<file path="config.mk">
export PLATFORM = sky130hd
export DESIGN_NAME = mccpu_ctrl_flat
export DESIGN_NICKNAME = d
export VERILOG_FILES = /design/src/rtl/mccpu_ctrl_if.sv /design/src/rtl/mccpu_ctrl.sv /design/src/flat_wrapper.sv
export SDC_FILE = /design/constraint.sdc
export NUM_CORES = 1
export LEC_CHECK = 0
export BUFFER_PORTS_ARGS = -buffer_cell sky130_fd_sc_hd__buf_2
export CORE_MARGIN = 2
export CORE_UTILIZATION = 51
export CTS_CLUSTER_SIZE = 12
export DETAILED_ROUTE_END_ITERATION = 16
export PLACE_DENSITY = 0.85
export SYNTH_ARGS = -nofsm -noshare
export SYNTH_HDL_FRONTEND = slang
export SYNTH_SLANG_ARGS = --single-unit
</file>
<file path="constraint.sdc">
create_clock -name clk -period 2.1 [get_ports clk]
set_clock_uncertainty 0.1 [all_clocks]
set_input_delay 0.105 -clock clk [delete_from_list [all_inputs] [get_ports clk]]
set_output_delay 0.105 -clock clk [all_outputs]
set_load 0.05 [all_outputs]
</file>
<file path="src/rtl/mccpu_ctrl_if.sv">
// Shared memory port between the multi-cycle control FSM (master) and the memory side (slave).
interface mccpu_ctrl_if;
    logic mem_req;
    logic mem_we;
    logic mem_ack;
    logic IorD;

    modport master (output mem_req, output mem_we, output IorD, input mem_ack);
    modport slave  (input mem_req, input mem_we, input IorD, output mem_ack);
endinterface

</file>
<file path="src/rtl/mccpu_ctrl.sv">
// Multi-cycle MIPS control FSM: sequences IF/ID/EX/MEM/WB over one req/ack memory port,
// drives the datapath strobes and traps on illegal opcodes or memory timeouts.
module mccpu_ctrl #(
    parameter int ALUOP_W = 4,
    parameter int MEM_TO  = 16,
    parameter int TO_W    = 5
) (
    input  logic               clk,
    input  logic               rst,
    mccpu_ctrl_if.master       mem,
    input  logic [5:0]         Op,
    input  logic [5:0]         Funct,
    input  logic               Zero,
    output logic               IRWrite,
    output logic               PCWrite,
    output logic [1:0]         NPCOp,
    output logic               RegWrite,
    output logic [1:0]         GPRSel,
    output logic [1:0]         WDSel,
    output logic               ALUSrcA,
    output logic [1:0]         ALUSrcB,
    output logic               EXTOp,
    output logic [ALUOP_W-1:0] ALUOp,
    output logic               trap,
    output logic [2:0]         state
);

    localparam logic [2:0] S_IF   = 3'd0;
    localparam logic [2:0] S_ID   = 3'd1;
    localparam logic [2:0] S_EX   = 3'd2;
    localparam logic [2:0] S_MEM  = 3'd3;
    localparam logic [2:0] S_WB   = 3'd4;
    localparam logic [2:0] S_TRAP = 3'd7;

    localparam logic [ALUOP_W-1:0] ALU_NOP  = ALUOP_W'(0);
    localparam logic [ALUOP_W-1:0] ALU_ADD  = ALUOP_W'(1);
    localparam logic [ALUOP_W-1:0] ALU_SUB  = ALUOP_W'(2);
    localparam logic [ALUOP_W-1:0] ALU_AND  = ALUOP_W'(3);
    localparam logic [ALUOP_W-1:0] ALU_OR   = ALUOP_W'(4);
    localparam logic [ALUOP_W-1:0] ALU_SLT  = ALUOP_W'(5);
    localparam logic [ALUOP_W-1:0] ALU_SLTU = ALUOP_W'(6);
    localparam logic [ALUOP_W-1:0] ALU_XOR  = ALUOP_W'(7);
    localparam logic [ALUOP_W-1:0] ALU_NOR  = ALUOP_W'(8);
    localparam logic [ALUOP_W-1:0] ALU_SLL  = ALUOP_W'(9);
    localparam logic [ALUOP_W-1:0] ALU_SRL  = ALUOP_W'(10);
    localparam logic [ALUOP_W-1:0] ALU_SRA  = ALUOP_W'(11);

    localparam logic [TO_W-1:0] TO_LIM = TO_W'(MEM_TO);

    typedef enum logic [3:0] {
        C_ILL, C_R, C_IMM, C_LW, C_SW, C_BR, C_J, C_JAL, C_JR, C_JALR, C_LUI
    } iclass_t;

    logic [2:0]         state_q, state_d;
    logic [TO_W-1:0]    to_cnt;
    iclass_t            cls;
    logic [ALUOP_W-1:0] dec_aluop;
    logic               dec_srca;
    logic [1:0]         dec_srcb;
    logic               dec_ext;
    logic               dec_bne;
    logic               req_state;
    logic               waiting;
    logic               to_hit;
    logic               req, we, iord;

    // Instruction decode: class plus the EX-stage ALU controls
    always_comb begin
        cls       = C_ILL;
        dec_aluop = ALU_NOP;
        dec_srca  = 1'b0;
        dec_srcb  = 2'b00;
        dec_ext   = 1'b0;
        dec_bne   = 1'b0;
        case (Op)
            6'h00: begin
                cls = C_R;
                case (Funct)
                    6'h20, 6'h21: dec_aluop = ALU_ADD;
                    6'h22, 6'h23: dec_aluop = ALU_SUB;
                    6'h24:        dec_aluop = ALU_AND;
                    6'h25:        dec_aluop = ALU_OR;
                    6'h26:        dec_aluop = ALU_XOR;
                    6'h27:        dec_aluop = ALU_NOR;
                    6'h2A:        dec_aluop = ALU_SLT;
                    6'h2B:        dec_aluop = ALU_SLTU;
                    6'h00: begin dec_aluop = ALU_SLL; dec_srca = 1'b1; dec_srcb = 2'b10; end
                    6'h02: begin dec_aluop = ALU_SRL; dec_srca = 1'b1; dec_srcb = 2'b10; end
                    6'h03: begin dec_aluop = ALU_SRA; dec_srca = 1'b1; dec_srcb = 2'b10; end
                    6'h04: begin dec_aluop = ALU_SLL; dec_srca = 1'b1; dec_srcb = 2'b11; end
                    6'h06: begin dec_aluop = ALU_SRL; dec_srca = 1'b1; dec_srcb = 2'b11; end
                    6'h07: begin dec_aluop = ALU_SRA; dec_srca = 1'b1; dec_srcb = 2'b11; end
                    6'h08:        cls = C_JR;
                    6'h09:        cls = C_JALR;
                    default:      cls = C_ILL;
                endcase
            end
            6'h08, 6'h09: begin cls = C_IMM; dec_aluop = ALU_ADD;  dec_srcb = 2'b01; dec_ext = 1'b1; end
            6'h0A:        begin cls = C_IMM; dec_aluop = ALU_SLT;  dec_srcb = 2'b01; dec_ext = 1'b1; end
            6'h0B:        begin cls = C_IMM; dec_aluop = ALU_SLTU; dec_srcb = 2'b01; dec_ext = 1'b1; end
            6'h0C:        begin cls = C_IMM; dec_aluop = ALU_AND;  dec_srcb = 2'b01; end
            6'h0D:        begin cls = C_IMM; dec_aluop = ALU_OR;   dec_srcb = 2'b01; end
            6'h0E:        begin cls = C_IMM; dec_aluop = ALU_XOR;  dec_srcb = 2'b01; end
            6'h0F:        cls = C_LUI;
            6'h23:        begin cls = C_LW;  dec_aluop = ALU_ADD;  dec_srcb = 2'b01; dec_ext = 1'b1; end
            6'h2B:        begin cls = C_SW;  dec_aluop = ALU_ADD;  dec_srcb = 2'b01; dec_ext = 1'b1; end
            6'h04:        begin cls = C_BR;  dec_aluop = ALU_SUB;  dec_ext = 1'b1; end
            6'h05:        begin cls = C_BR;  dec_aluop = ALU_SUB;  dec_ext = 1'b1; dec_bne = 1'b1; end
            6'h02:        cls = C_J;
            6'h03:        cls = C_JAL;
            default:      cls = C_ILL;
        endcase
    end

    // An ack arriving on the cycle the counter would reach the limit still completes the access
    assign req_state = (state_q == S_IF) || (state_q == S_MEM);
    assign waiting   = req_state && !mem.mem_ack;
    assign to_hit    = (MEM_TO != 0) && ((to_cnt + 1'b1) == TO_LIM);

    always_ff @(posedge clk) begin
        if (rst) begin
            state_q <= S_IF;
            to_cnt  <= '0;
        end else begin
            state_q <= state_d;
            to_cnt  <= waiting ? to_cnt + 1'b1 : '0;
        end
    end

    always_comb begin
        state_d = state_q;
        case (state_q)
            S_IF: begin
                if (mem.mem_ack)  state_d = S_ID;
                else if (to_hit)  state_d = S_TRAP;
            end
            S_ID: begin
                case (cls)
                    C_ILL:                              state_d = S_TRAP;
                    C_J, C_JAL, C_JR, C_JALR, C_LUI:    state_d = S_IF;
                    default:                            state_d = S_EX;
                endcase
            end
            S_EX: begin
                case (cls)
                    C_BR:       state_d = S_IF;
                    C_LW, C_SW: state_d = S_MEM;
                    default:    state_d = S_WB;
                endcase
            end
            S_MEM: begin
                if (mem.mem_ack)  state_d = (cls == C_SW) ? S_IF : S_WB;
                else if (to_hit)  state_d = S_TRAP;
            end
            S_WB:    state_d = S_IF;
            S_TRAP:  state_d = S_TRAP;
            default: state_d = S_IF;
        endcase
    end

    // Every strobe is forced low while rst is high so no write can slip out in the reset cycle
    always_comb begin
        req      = 1'b0;
        we       = 1'b0;
        iord     = 1'b0;
        IRWrite  = 1'b0;
        PCWrite  = 1'b0;
        NPCOp    = 2'b00;
        RegWrite = 1'b0;
        GPRSel   = 2'b00;
        WDSel    = 2'b00;
        ALUSrcA  = 1'b0;
        ALUSrcB  = 2'b00;
        EXTOp    = 1'b0;
        ALUOp    = ALU_NOP;
        if (!rst) begin
            if (state_q == S_EX || state_q == S_MEM || state_q == S_WB) begin
                ALUOp   = dec_aluop;
                ALUSrcA = dec_srca;
                ALUSrcB = dec_srcb;
                EXTOp   = dec_ext;
            end
            case (state_q)
                S_IF: begin
                    req = 1'b1;
                    if (mem.mem_ack) begin
                        IRWrite = 1'b1;
                        PCWrite = 1'b1;
                    end
                end
                S_ID: begin
                    case (cls)
                        C_J:   begin PCWrite = 1'b1; NPCOp = 2'b10; end
                        C_JAL: begin
                            PCWrite = 1'b1; NPCOp = 2'b10;
                            RegWrite = 1'b1; GPRSel = 2'b10; WDSel = 2'b10;
                        end
                        C_JR:  begin PCWrite = 1'b1; NPCOp = 2'b11; end
                        C_JALR: begin
                            PCWrite = 1'b1; NPCOp = 2'b11;
                            RegWrite = 1'b1; GPRSel = 2'b00; WDSel = 2'b10;
                        end
                        C_LUI: begin RegWrite = 1'b1; GPRSel = 2'b01; WDSel = 2'b11; end
                        default: ;
                    endcase
                end
                S_EX: begin
                    if (cls == C_BR) begin
                        NPCOp   = 2'b01;
                        PCWrite = dec_bne ? !Zero : Zero;
                    end
                end
                S_MEM: begin
                    req  = 1'b1;
                    iord = 1'b1;
                    we   = (cls == C_SW);
                end
                S_WB: begin
                    RegWrite = 1'b1;
                    GPRSel   = (cls == C_R) ? 2'b00 : 2'b01;
                    WDSel    = (cls == C_LW) ? 2'b01 : 2'b00;
                end
                default: ;
            endcase
        end
    end

    assign mem.mem_req = req;
    assign mem.mem_we  = we;
    assign mem.IorD    = iord;
    assign trap        = (state_q == S_TRAP);
    assign state       = state_q;

endmodule
</file>
<file path="src/flat_wrapper.sv">
// flat-port wrapper written by rule: the top's interface ports become plain ports
module mccpu_ctrl_flat 
#(
    parameter int ALUOP_W = 4,
    parameter int MEM_TO  = 16,
    parameter int TO_W    = 5
)
  (clk, rst, Op, Funct, Zero, IRWrite, PCWrite, NPCOp, RegWrite, GPRSel, WDSel, ALUSrcA, ALUSrcB, EXTOp, ALUOp, trap, state, mem_mem_req, mem_mem_we, mem_IorD, mem_mem_ack);
  mccpu_ctrl_if mem_i ();
  input  logic clk;
  input  logic rst;
  input  logic [5:0] Op;
  input  logic [5:0] Funct;
  input  logic Zero;
  output logic IRWrite;
  output logic PCWrite;
  output logic [1:0] NPCOp;
  output logic RegWrite;
  output logic [1:0] GPRSel;
  output logic [1:0] WDSel;
  output logic ALUSrcA;
  output logic [1:0] ALUSrcB;
  output logic EXTOp;
  output logic [ALUOP_W-1:0] ALUOp;
  output logic trap;
  output logic [2:0] state;
  output wire logic [$bits(mem_i.mem_req)-1:0] mem_mem_req;
  output wire logic [$bits(mem_i.mem_we)-1:0] mem_mem_we;
  output wire logic [$bits(mem_i.IorD)-1:0] mem_IorD;
  input wire logic [$bits(mem_i.mem_ack)-1:0] mem_mem_ack;
  assign mem_mem_req = mem_i.mem_req;
  assign mem_mem_we = mem_i.mem_we;
  assign mem_IorD = mem_i.IorD;
  assign mem_i.mem_ack = mem_mem_ack;
  mccpu_ctrl #(.ALUOP_W(ALUOP_W), .MEM_TO(MEM_TO), .TO_W(TO_W)) u_core (.clk(clk), .rst(rst), .mem(mem_i), .Op(Op), .Funct(Funct), .Zero(Zero), .IRWrite(IRWrite), .PCWrite(PCWrite), .NPCOp(NPCOp), .RegWrite(RegWrite), .GPRSel(GPRSel), .WDSel(WDSel), .ALUSrcA(ALUSrcA), .ALUSrcB(ALUSrcB), .EXTOp(EXTOp), .ALUOp(ALUOp), .trap(trap), .state(state));
endmodule
</file>
Yosys cells after proc, flatten, opt, wreduce, memory -nomap -nowiden

Index checks and enable logic that the tools add are counted.

Flip-flop bits (word level): 8
Latch bits: 0
Memory bits (writable): 0
ROM bits: 0
Input port bits: 16
Logic and storage cells: 137
Memories: 0

Add/subtract/negate cells: 1
$mul: 0
Divide/modulo/power cells: 0
Magnitude comparators: 0
Equality and inequality tests: 46
Shift operators: 0
Mux-type cells: 54
Bitwise operators: 1
Reduce and logical (&&, ||, !) cells: 33

Operators by type and width:

| cell                                                                   | count |
|---|---|
| 6-bit equality test (second input constant)                            | 12 |
| 4-bit one-hot mux with 8 select lines                                  | 2 |
| 6-bit by 4-bit equality test with 1-bit output (second input constant) | 10 |
| 4-bit one-hot mux with 11 select lines                                 | 1 |
| 2-bit one-hot mux with 2 select lines                                  | 8 |
| 6-bit by 3-bit equality test with 1-bit output (second input constant) | 5 |
| 1-bit two-way mux                                                      | 26 |
| 6-bit by 2-bit equality test with 1-bit output (second input constant) | 4 |
| 2-bit OR reduction                                                     | 12 |
| 4-bit by 3-bit equality test with 1-bit output (second input constant) | 4 |
| 16-bit OR reduction                                                    | 1 |
| 3-bit one-hot mux with 5 select lines                                  | 1 |
| 4-bit equality test (second input constant)                            | 3 |
| 6-bit zero test                                                        | 2 |
| 3-bit two-way mux                                                      | 4 |
| 3-bit one-hot mux with 2 select lines                                  | 2 |
| 4-bit one-hot mux with 3 select lines                                  | 1 |
| 2-bit two-way mux                                                      | 5 |
| 3-bit OR reduction                                                     | 3 |
| 9-bit OR reduction                                                     | 1 |
| 4-bit two-way mux                                                      | 2 |
| 4-bit OR reduction                                                     | 2 |
| 8-bit OR reduction                                                     | 1 |
| 7-bit OR reduction                                                     | 1 |
| other kinds (17)                                                       | 22 |

Longest topological paths before layout

Gate-level depths: netlist (run 1).

Depth after elaboration: 9
Mapped depth: 6
Gate-level depth less buffers: 6

Worst setup path after synthesis (run 1)

No wires, ideal clock.

Kind: register to output
From: register u_core.state_q[1] (netlist: u_core.state[1])
To: output port PCWrite
Arrival: 3.760 ns
Path slack: -1.865 ns
Stages on the path, launching flop included: 5
Buffers on the path: 2
Cells stage by stage: dfxtp_1 -> clkbuf_1 -> clkbuf_1 -> a211oi_1 -> a2111oi_0

Longest elaborated chain between the ends: 3
Elaborated cells between the ends (all ways): 5

RTL lines:

| item                                                                         | line               | text |
|---|---|---|
| start, declared                                                              | mccpu_ctrl.sv:54   | `logic [2:0] state_q, state_d;` |
| start signal, assigned                                                       | mccpu_ctrl.sv:125  | `state_q <= state_d;` |
| 3-bit by 2-bit equality test with 1-bit output, or another cell as far along | mccpu_ctrl.sv:183  | `case (state_q)` |
| 1-bit one-hot mux with 3 select lines *                                      | mccpu_ctrl.sv:183  |  |
| 1-bit two-way mux *                                                          | mccpu_ctrl.sv:176  | `if (!rst) begin` |
| end, declared                                                                | flat_wrapper.sv:16 | `output logic PCWrite;` |

Every way passes the cells marked *; elsewhere a longest branch is shown, timed or not.

Final worst setup path (run 1)

From: register u_core.state_q[0] (netlist: u_core.state[0])
To: output port ALUOp[0]

Longest elaborated chain between the ends: 5
Elaborated cells between the ends (all ways): 7

RTL lines:

| item                                           | line               | text |
|---|---|---|
| 3-bit by 2-bit equality test with 1-bit output | mccpu_ctrl.sv:177  | `if (state_q == S_EX \|\| state_q == S_MEM \|\| state_q == S_WB) begin` |
| 1-bit logical OR                               | mccpu_ctrl.sv:177  |  |
| 1-bit logical OR *                             | mccpu_ctrl.sv:177  |  |
| 4-bit two-way mux *                            | mccpu_ctrl.sv:177  |  |
| 4-bit two-way mux *                            | mccpu_ctrl.sv:176  |  |
| end, declared                                  | flat_wrapper.sv:24 | `output logic [ALUOP_W-1:0] ALUOp;` |

Marks and branches as above.

==> results by group, run 1 <==
Status
  • Status: complete, no violations

STA
  • Final setup viols: 0
  • Total negative slack: 0 ns
  • Crit path time final: between 2 and 2.5 ns
  • Peak Freq: 0.4932 GHz
  • Worst slew pin tran: 0.5054 ns
  • Max-slew violations: 0
  • RSZ-0062 raised after global routing: no
  • Final hold slack: about 0.12 ns
  • Final Hold Fails: 0
  • Worst slew margin: 0.6610
  • Final worst path period share: 0.9655

Detailed routing
  • Vias: 1571
  • Drt total wl: 3844 microns
  • DR vias/cell: 6.209
  • Pre-antenna DRT Iters: 5
  • Initial DRC Count: 74
  • DRT antenna net count: 0
  • Wire per inst: roughly 15 microns
  • DRC: 0

Logic synthesis
  • Unique cell type count in the Yosys netlist: 53
  • Syn Nets: 204
  • Cell count after synthesis: approximately 190
  • Mapped Area: 1240 sq um
  • Top cell type's share of synthesized area: 0.1292
  • Leading area contributor after synthesis: dfxtp_1
  • Number of synthesis warnings: 0
  • Synth async-reset ratio: 0
  • EDFF count, synth: 0
  • Synth Register Bits: 8
  • Prevailing post-synth register cell: dfxtp_1
  • Top post-synthesis cells by area: dfxtp_1 13%, nor2_1 7.6%, a21oi_1 5.2%, nand2_1 4.8%, nand3_1 3.6%
  • Syn avg cell area: about 6.7 sq um
  • Seq/Total Area, Yosys: 0.1292

CTS
  • CTS clock-pin slew for the worst setup and hold paths: around 0.06 ns
  • Clk sinks: 8
  • Clk buf depth: 2
  • CTS buffer count: 3
  • Clock root buffer: clkbuf_4
  • TritonCTS clock tree: built
  • Worst skew pair latency: 0.27 ns
  • CTS H-Tree Depth: 1

GRT
  • GR Util All Layers: 0.2869
  • Antenna violations before repair: 0
  • First-pass GRT wire length: 6058 microns
  • Largest net degree at the start of global routing: 18
  • Number of global-route vias before repair: approximately 1.4k
  • Overflow after GRT: 0

Power and ir drop
  • PwrDens: about 470 nW/um^2
  • Leak: between 0.0006 and 0.0007 uW
  • Total power: 791.0 uW
  • Max VDD drop: around 440 uV

Critical path
  • CP Launch Point: u_core.state[0]
  • Crit Reg-Reg Endpoint: u_core.state[2]
  • Worst R2R Setup Slack: 0.36 ns
  • CP Data Required Time: 1.89 ns
  • Critical-path top delay cell: or3_4
  • Critical path's largest stage delay: between 0.4 and 0.5 ns
  • CP cell instances: nand2b_2 -> o21ai_1 -> nand2b_1 -> or3_4 -> nor2_4 -> buf_4
  • End of the critical path: ALUOp[0]
  • Crit path max-delay family: simple AND/OR/NAND/NOR gates
  • Arrival @ worst endpoint: between 1.5 and 2 ns
  • Reg2reg start: u_core.to_cnt[0]
  • Buf/Inv on CP: 1
  • CP startpoint kind: register
  • Setup crit end kind: primary output
  • Max Fanout on Critical Path: 4
  • R2R cell count: 6
  • WP depth: 6
  • Critical path type: reg2out

Placement
  • Placed insts: 249
  • DP HPWL: 2965 microns
  • GP Congestion: 0.9125
  • Port bufs: 39

Floorplan
  • Core Region: 2255 sq um
  • Ports: 40
  • Initial core utilization: 0.5499
  • Die area: 2841 sq um
  • Die width: 53.31 microns
  • Die Y: 53.31 microns
  • Num rows: 17

Final layout
  • Share of cells above drive strength 1: 0.3511
  • Fin cells: 253
  • Area Growth Syn to Fin: 35.32%
  • NumNets Final: 244
  • ANT cells: 0

Flow run
  • Max-cap check violation count: 0

Hold path
  • Hold WC Path Type: in2reg
==> worst register-to-register path: stages, from the launching register on <==
cell and delay, ns:
dfxtp_1 0.42, ha_1 0.28, nor2_1 0.07, nand3_1 0.08
o21ai_0 0.16, a311o_1 0.37, o21a_1 0.17
==> cells in the final DEF, fill, tap and decap left out, types with 5 or more instances in the layout <==
cell,instances
o21ai_0,6
buf_4,16
dfxtp_1,5
nand2_1,16
buf_2,32
nor2b_1,6
nor2_1,20
nand3_1,9
a21oi_1,10
inv_1,6
==> power breakdown <==
part           switching, uW  internal (uW)
clock network           64.5           73.4
logic                    308            156
registers               19.3            170
==> Yosys cell counts, drive strengths merged (2+ instances only) <==
cell     instances
a211oi           2
a21boi           5
a21o             2
a21oi           13
a2bb2oi          3
and3             3
and4b            2
buf              4
clkbuf          12
dfxtp            8
ha               2
inv              6
nand2           16
nand2b           5
nand3            9
nand3b           4
nand4            2
nor2            25
nor2b            6
nor3             5
nor3b            2
nor4             3
o211ai           4
o21a             3
o21ai            7
o22ai            3
or3              2
xnor2            3
xor2             4
==> metal layers <==
metal / up-vias / GRT usage / share of wire
met5: - / 0 / 0
met4: 0 / 0.1068 / 0.019
met3: 13 / 0.05650 / 0.091
met2: 81 / 0.4815 / 0.50
met1: 714 / 0.3564 / 0.39
li1: 763 / - / -
==> through the flow <==
stage | utilization | setup WS [ns] | area, sq um
after floorplan | - | -0.07629 | 1369
after global placement | 0.7164 | 0.1533 | 1615
after detailed placement | 0.7164 | 0.1016 | 1615
after CTS | 0.7370 | 0.004648 | 1662
after global routing | 0.7442 | 0.01099 | 1678
final | 0.7442 | 0.07238 | 1678
==> kinds of logic after synthesis <==
family                   synth area share
buffers and inverters             0.07466
flip-flops                         0.1292
multiplexers                     0.008073
adder cells (fa/ha/maj)           0.02018
AND/OR/NAND/NOR                    0.4006
AO/OA/AOI/OAI                      0.3179
XOR/XNOR                          0.04945
==> how the worst min path moves through the flow <==
| stage | slack, ns | from | depth (start not counted) | endpoint |
|---|---|---|---|---|
| 2_1_floorplan | 0.22 | mem_mem_ack | 3 | u_core.state[1] |
| 3_3_place_gp | 0.37 | u_core.to_cnt[0] | 1 | u_core.to_cnt[0] |
| 3_5_place_dp | 0.39 | u_core.to_cnt[0] | 1 | u_core.to_cnt[0] |
| 4_1_cts | 0.12 | mem_mem_ack | 4 | u_core.state[1] |
| 5_1_grt | 0.13 | mem_mem_ack | 4 | u_core.state[1] |
| 6_report | 0.12 | mem_mem_ack | 4 | u_core.state[1] |
==> sequential cells by signal, indices dropped and copies added (netlist names) <==
signal / cells
u_core.state: 3
u_core.to_cnt: 5
==> layout make-up <==
type	count	area [sq um]
Inverter	6	22.52
Sequential cell	8	166.4
Tap cell	28	35.03
Multi-Input combinational cell	156	1114
Clock buffer	4	26.28
Fill cell	192	576.8
Timing Repair Buffer	51	314.1
==> timing repair <==
action                                  4_1_cts  5_1_grt
hold endpoints to repair                      0        0
hold buffers                                  0        0
buffers inserted                              0        0
resized for setup                             7        7
endpoints found under the setup margin        4        7
No activity file was read; power rests on OpenSTA's default activity.
==> run 2: changes to the inputs <==
--- a/config.mk
+++ b/config.mk
@@ -5,6 +5,7 @@
 export SDC_FILE = /design/constraint.sdc
 export NUM_CORES = 1
 export LEC_CHECK = 0
+export ABC_AREA = 1
 export BUFFER_PORTS_ARGS = -buffer_cell sky130_fd_sc_hd__buf_2
 export CORE_MARGIN = 2
 export CORE_UTILIZATION = 51
==> run 2 against run 1 <==
Compared with the run above:
- area after synthesis fell by 1.7%
- design area fell by 9.0%
- power fell by 25%
- combinational power fell by 36%
- via count rose by 0.32%
- synthesized cell count rose by 24%
- setup slack improved by 0.0013 ns
- flip-flop and latch count did not move
- critical path type unchanged
- critical endpoint is now NPCOp[0]
- highest routed layer unchanged
==> results by group, run 2 <==
CTS
  • Hold buffer count at cts: 0
  • Clk sinks: 8
  • Clk buf depth: 2
  • Clock root buffer: clkbuf_4
  • CTS buffer count: 3
  • CTS H-Tree Depth: 1
  • TritonCTS clock tree: built
  • Worst skew pair latency: 0.25 ns
  • CTS clock-pin slew for the worst setup and hold paths: 0.05 ns
  • Postcts setup bufs: 0

Hold path
  • Hold Path Cell Cnt: 4
  • Beginning of the worst hold path: mem_mem_ack
  • Endpoint, Worst Hold: u_core.state[1]
  • Hold WC Path Type: in2reg

Power and ir drop
  • Max VDD drop: 456.9 uV
  • Total power: 592.4 uW
  • Leak: 0.0008481 uW
  • PwrDens: 388.1 nW/um^2

Floorplan
  • Die width: 52.88 microns
  • Die area: 2796 sq um
  • Ports: 40
  • Num rows: 17
  • Initial core utilization: 0.5457
  • Die Y: 52.88 microns
  • Core Region: 2233 sq um

Status
  • Status: complete, no violations

STA
  • Final Hold Fails: 0
  • Worst slew margin: 0.7954
  • Max-slew violations: 0
  • Peak Freq: about 0.49 GHz
  • Final worst path period share: 0.9649
  • Crit path time final: 2.026 ns
  • Final setup viols: 0
  • Worst setup margin: roughly 0.074 ns
  • Worst slew pin tran: ~0.30 ns

Critical path
  • Max Fanout on Critical Path: 5
  • Buf/Inv on CP: 4
  • CP cell instances: inv_1 -> nor3_4 -> inv_1 -> nor2_1 -> inv_1 -> nor3_2 -> o21bai_1 -> clkbuf_4
  • Worst R2R Setup Slack: 0.48 ns
  • Critical-path top delay cell: dfxtp_1
  • Arrival @ worst endpoint: 1.82 ns
  • Crit Reg-Reg Endpoint: u_core.state[2]
  • Critical path type: reg2out
  • Critical path's largest stage delay: around 0.40 ns
  • Setup crit end kind: primary output
  • R2R cell count: 11
  • CP Data Required Time: 1.89 ns
  • Crit path max-delay family: buffers and inverters
  • Top cell by count, worst path: inv_1
  • CP startpoint kind: register
  • Reg2reg start: u_core.to_cnt[0]

Final layout
  • Share of cells above drive strength 1: 0.2731
  • Fin util: 0.6835
  • Commonest non-fill, non-tap cell in the layout: nand2_1
  • Most frequent cells in the layout: 51 x nand2_1, 44 x nor2_1, 38 x inv_1
  • Fin cells: 299
  • Top reg by flops: u_core.to_cnt
  • NumNets Final: roughly 290
  • ANT cells: 0
  • Area Growth Syn to Fin: 25.26%
  • Fill cells: 221
  • Max reg flops: 5

Logic synthesis
  • Commonest cells post-synth: 51 x nand2_1, 47 x nor2_1, 38 x inv_1
  • Top cell type's share of synthesized area: 0.1571
  • Syn Nets: 248
  • Largest family of logic cells by synthesized area: simple AND/OR/NAND/NOR gates
  • Post-synthesis compound-gate area fraction: 0.1335
  • EDFF count, synth: 0
  • Mux contribution to synthesized area: 0
  • Count leader, synth: nand2_1
  • Post-Synth XOR/XNOR Area: 0.007187
  • Synth async-reset ratio: 0
  • Seq/Total Area, Yosys: 0.1314
  • Leading area contributor after synthesis: nand2_1
  • Number of synthesis warnings: 0
  • Post-Synth Adder-Cell Area: 0.02053
  • Unique cell type count in the Yosys netlist: 31
  • Cell count after synthesis: 230
  • Syn avg cell area: ~5.3 sq um
  • Prevailing post-synth register cell: dfxtp_1
  • Simple-Gate Fraction of Synth Area: 0.5688
  • Synth Register Bits: 8
  • Mapped Area: 1219 sq um
  • Top post-synthesis cells by area: nand2_1 16%, nor2_1 14%, dfxtp_1 13%, inv_1 12%, nand3_1 11%

GRT
  • Largest net degree at the start of global routing: 13
  • Antenna violations before repair: 0
  • First-pass GRT wire length: 5430 microns
  • GR Util All Layers: 0.2558
  • Overflow after GRT: 0
  • Number of global-route vias before repair: 1358

Detailed routing
  • DRT antenna net count: 0
  • DRC: 0
  • Drt total wl: between 3000 and 4000 microns
  • DR vias/cell: 5.271
  • Initial DRC Count: 32
  • Wire per inst: 11.36 microns
  • Pre-antenna DRT Iters: 4
  • Vias: about 1.6k

Flow run
  • Max-cap check violation count: 0

Placement
  • DP HPWL: 2732 microns
  • GP Congestion: 0.8480
  • Port bufs: 39
  • Pre-CTS setup slack: 0.2794 ns
  • Placed insts: 296
-- run 2: timing repair --
item,in CTS,in global routing
cloned,0,0
endpoints found under the setup margin,1,10
resized for setup,1,11
-- run 2: tightest hold or removal path, stage by stage --
cell and delay [ns]:
buf_2 0.11, nor2_1 0.06, nor2_1 0.10, nor2_1 0.05
-- run 2: cell families after synthesis --
| kind of cell | Yosys count |
|---|---|
| simple gates | 150 |
| buf+inv | 43 |
| compound gates | 26 |
| xor+xnor | 1 |
| fa+ha+maj | 2 |
| flops | 8 |
-- run 2: per-layer routing --
metal  global-route usage  wire length (microns)  vias to the layer above
li1                     -                      -                      827
met1               0.3225                   1591                      701
met2               0.4667                   1655                       44
met3              0.01695                    116                        4
met4              0.06410                     33                        0
met5                    0                      0                        -
-- run 2: worst max path at each step --
stage                       to  depth (start not counted)  slack [ns]       startpoint
global placement      RegWrite                          9        0.37  u_core.state[0]
finish                NPCOp[0]                          8        0.07  u_core.state[0]
CTS                   WDSel[1]                          9        0.02  u_core.state[0]
global route          NPCOp[0]                          8       -0.05  u_core.state[0]
floorplan           ALUSrcB[0]                          6       -0.34  u_core.state[2]
detailed placement    RegWrite                          9        0.28  u_core.state[0]
-- run 2: through the flow --
step	setup TNS, ns	instance area (sq um)	hold slack [ns]
2_1_floorplan	-0.8668	1246	0.1939
3_3_place_gp	0	1469	0.3467
3_5_place_dp	0	1469	0.3695
4_1_cts	0	1494	0.1041
5_1_grt	-0.1210	1526	0.1408
6_report	0	1526	0.1080
-- run 2: layout make-up --
cell class	instances	area, sq um	share of cell area
sequential	8	162.7	0.1066
clock buffer	3	22.52	0.01475
tap	28	35.03	0.02295
multi-input combinational	179	939.7	0.6156
inverter	41	153.9	0.1008
timing repair buffer	40	212.7	0.1393
-- run 2: where the power goes --
| part | internal (uW) | total [uW] | switching, uW |
|---|---|---|---|
| Clock | 65.2 | 114 | 49.0 |
| Sequential | 164 | 182 | 17.3 |
| Combinational | 82.6 | 297 | 214 |
| Total | 312 | 592 | 280 |
==> run 3: changes to the inputs <==
--- a/config.mk
+++ b/config.mk
@@ -12,6 +12,7 @@
 export CTS_CLUSTER_SIZE = 12
 export DETAILED_ROUTE_END_ITERATION = 16
 export PLACE_DENSITY = 0.85
+export SETUP_SLACK_MARGIN = 0.2
 export SYNTH_ARGS = -nofsm -noshare
 export SYNTH_HDL_FRONTEND = slang
 export SYNTH_SLANG_ARGS = --single-unit
==> run 3 against run 2 <==
Compared with the run above:
- cell count increased by 1.7%
- count of clock-buffer cells in the layout is the same
- routed wire length increased by 6.4%
- clock power is essentially flat
- hold slack better by 0.0098 ns
- setup slack gained 0.13 ns
- core utilization up 8.7 points
- design area rose by 13%
- flip-flop and latch count stayed put
- power up 10%
- highest routed layer unchanged
==> results by group, run 3 (synthesis gave the netlist of run 2 again) <==
Critical path
  • Critical path's largest stage delay: ~0.37 ns
  • R2R cell count: 11
  • End of the critical path: RegWrite
  • Setup crit end kind: primary output
  • Worst R2R Setup Slack: 0.45 ns
  • Max Fanout on Critical Path: 6
  • Top cell by count, worst path: inv_2
  • CP startpoint kind: register
  • Crit Reg-Reg Endpoint: u_core.state[2]
  • WP depth: 8
  • CP cell instances: nor3_4 -> inv_2 -> nor2_4 -> inv_2 -> nor3_2 -> o21ai_1 -> nand3_1 -> buf_6
  • CP Launch Point: u_core.state[2]
  • Reg2reg start: u_core.to_cnt[0]
  • Critical-path top delay cell: dfxtp_4
  • Buf/Inv on CP: 3
  • CP Data Required Time: approximately 1.9 ns
  • Crit path max-delay family: simple AND/OR/NAND/NOR gates
  • Arrival @ worst endpoint: 1.69 ns
  • Critical path type: reg2out

CTS
  • CTS clock-pin slew for the worst setup and hold paths: approximately 0.050 ns
  • CTS H-Tree Depth: 1
  • Clk buf depth: 2
  • TritonCTS clock tree: built
  • Clock root buffer: clkbuf_4
  • Hold buffer count at cts: 0
  • Clk sinks: 8
  • Worst skew pair latency: 0.25 ns
  • CTS buffer count: 3

Final layout
  • Fin util: 0.7703
  • ANT cells: 0
  • Share of cells above drive strength 1: 0.3406
  • NumNets Final: about 300
  • Fill cells: 200
  • Area Growth Syn to Fin: 41.17%
  • Most frequent cells in the layout: 50 x nand2_1, 41 x nor2_1, 31 x inv_1, 31 x buf_2, 26 x nand3_1
  • Max reg flops: 5
  • Commonest non-fill, non-tap cell in the layout: nand2_1
  • Top reg by flops: u_core.to_cnt

Detailed routing
  • Pre-antenna DRT Iters: 4
  • Wire per inst: 11.89 microns
  • Drt total wl: 3616 microns
  • DRC: 0
  • DRT antenna net count: 0
  • Vias: 1649
  • DR vias/cell: 5.424
  • Initial DRC Count: 77

Placement
  • GP Congestion: approximately 0.87
  • DP HPWL: roughly 2700 microns
  • Port bufs: 39

Flow run
  • Max-cap check violation count: 0

GRT
  • Antenna violations before repair: 0
  • M1 GR Usage: 0.3396
  • GR Util All Layers: 0.2558
  • Met2 global-route usage: 0.4375
  • Number of global-route vias before repair: 1310
  • Largest net degree at the start of global routing: 13
  • GRT Max-Usage Layer: met2
  • First-pass GRT wire length: 5437 microns
  • Met3 usage: 0.02260
  • Overflow after GRT: 0

STA
  • Worst slew margin: 0.7796
  • Worst slew pin tran: 0.3306 ns
  • Final worst path period share: 0.9017
  • Final setup viols: 0
  • Total negative slack: 0 ns
  • Final Hold Fails: 0
  • Crit path time final: around 1.9 ns
  • Peak Freq: 0.5281 GHz
  • RSZ-0062 raised after global routing: yes
  • Max-slew violations: 0

Power and ir drop
  • Leak: 0.0008878 uW
  • PwrDens: 379.0 nW/um^2
  • Max VDD drop: 522.6 uV

Floorplan
  • Die width: 52.88 microns
  • Initial core utilization: 0.5457
  • Core Region: approximately 2200 sq um
  • Die area: between 2000 and 3000 sq um
  • Num rows: 17
  • Ports: 40
  • Die Y: 52.88 microns

Hold path
  • Hold WC Path Type: in2reg

Status
  • Status: complete, no violations
run 3: cell count changes in the layout (fill, tap and decap cells not counted), moves of 3 or more:
| cell | before | now |
|---|---|---|
| buf_2 | 35 | 31 |
| buf_4 | 2 | 10 |
| clkbuf_4 | 6 | 3 |
| dfxtp_4 | 0 | 3 |
| inv_1 | 38 | 31 |
| inv_2 | 3 | 7 |
| nor2_1 | 44 | 41 |
| nor2_4 | 2 | 7 |
run 3: layout make-up:
| cell class | count | area, sq um | share of cell area |
|---|---|---|---|
| clock buffer | 3 | 22.52 | 0.01309 |
| inverter | 41 | 162.7 | 0.09455 |
| tap | 28 | 35.03 | 0.02036 |
| multi-input combinational | 179 | 1041 | 0.6051 |
| timing repair buffer | 45 | 287.8 | 0.1673 |
| sequential | 8 | 171.4 | 0.09964 |
run 3: worst reg2reg max path, stage by stage (launching register included):
cell     delay [ns]
dfxtp_1        0.39
ha_1           0.23
inv_1          0.05
nand2_1        0.07
nand2_1        0.06
nor2_1         0.14
nand4_1        0.16
nor2_1         0.15
nor2_1         0.05
nand4_1        0.08
nand2_1        0.05
inv_1          0.06
run 3: worst min path at each step:
stage	start	end	slack [ns]	cells past startpoint
finish	mem_mem_ack	u_core.state[1]	0.12	4
global route	mem_mem_ack	u_core.state[1]	0.15	4
CTS	mem_mem_ack	u_core.state[1]	0.11	4
detailed placement	mem_mem_ack	u_core.state[1]	0.37	4
global placement	mem_mem_ack	u_core.state[1]	0.36	4
floorplan	rst	u_core.state[0]	0.19	3
run 3: stage by stage:
step	hold WS, ns	std cells	area [sq um]	power (uW)	worst slack (ns)
2_1_floorplan	0.1865	230	1325	400.6	0.2065
3_3_place_gp	0.3562	296	1548	470.3	0.3012
3_5_place_dp	0.3672	296	1548	473.3	0.2458
4_1_cts	0.1066	299	1607	599.3	0.1678
5_1_grt	0.1488	304	1720	695.6	0.1142
6_report	0.1178	304	1720	652.1	0.2063
run 3: timing repair:
item	CTS	global route
setup buffers	0	5
gates resized for setup	14	23
pin swaps	0	7
setup endpoints to repair	9	11
run 3: power by group:
group	total, uW	switching, uW	internal, uW	leakage, uW
clock	112	47.1	65.0	0.0000138
combinational	356	242	113	0.000807
sequential	184	18.9	165	0.0000672
run 3: metal layers:
layer / vias to the layer above / wire length, microns
met2: 59 / 1774
met1: 737 / 1556
met3: 8 / 239
met5: - / 0
met4: 0 / 44
li1: 845 / -
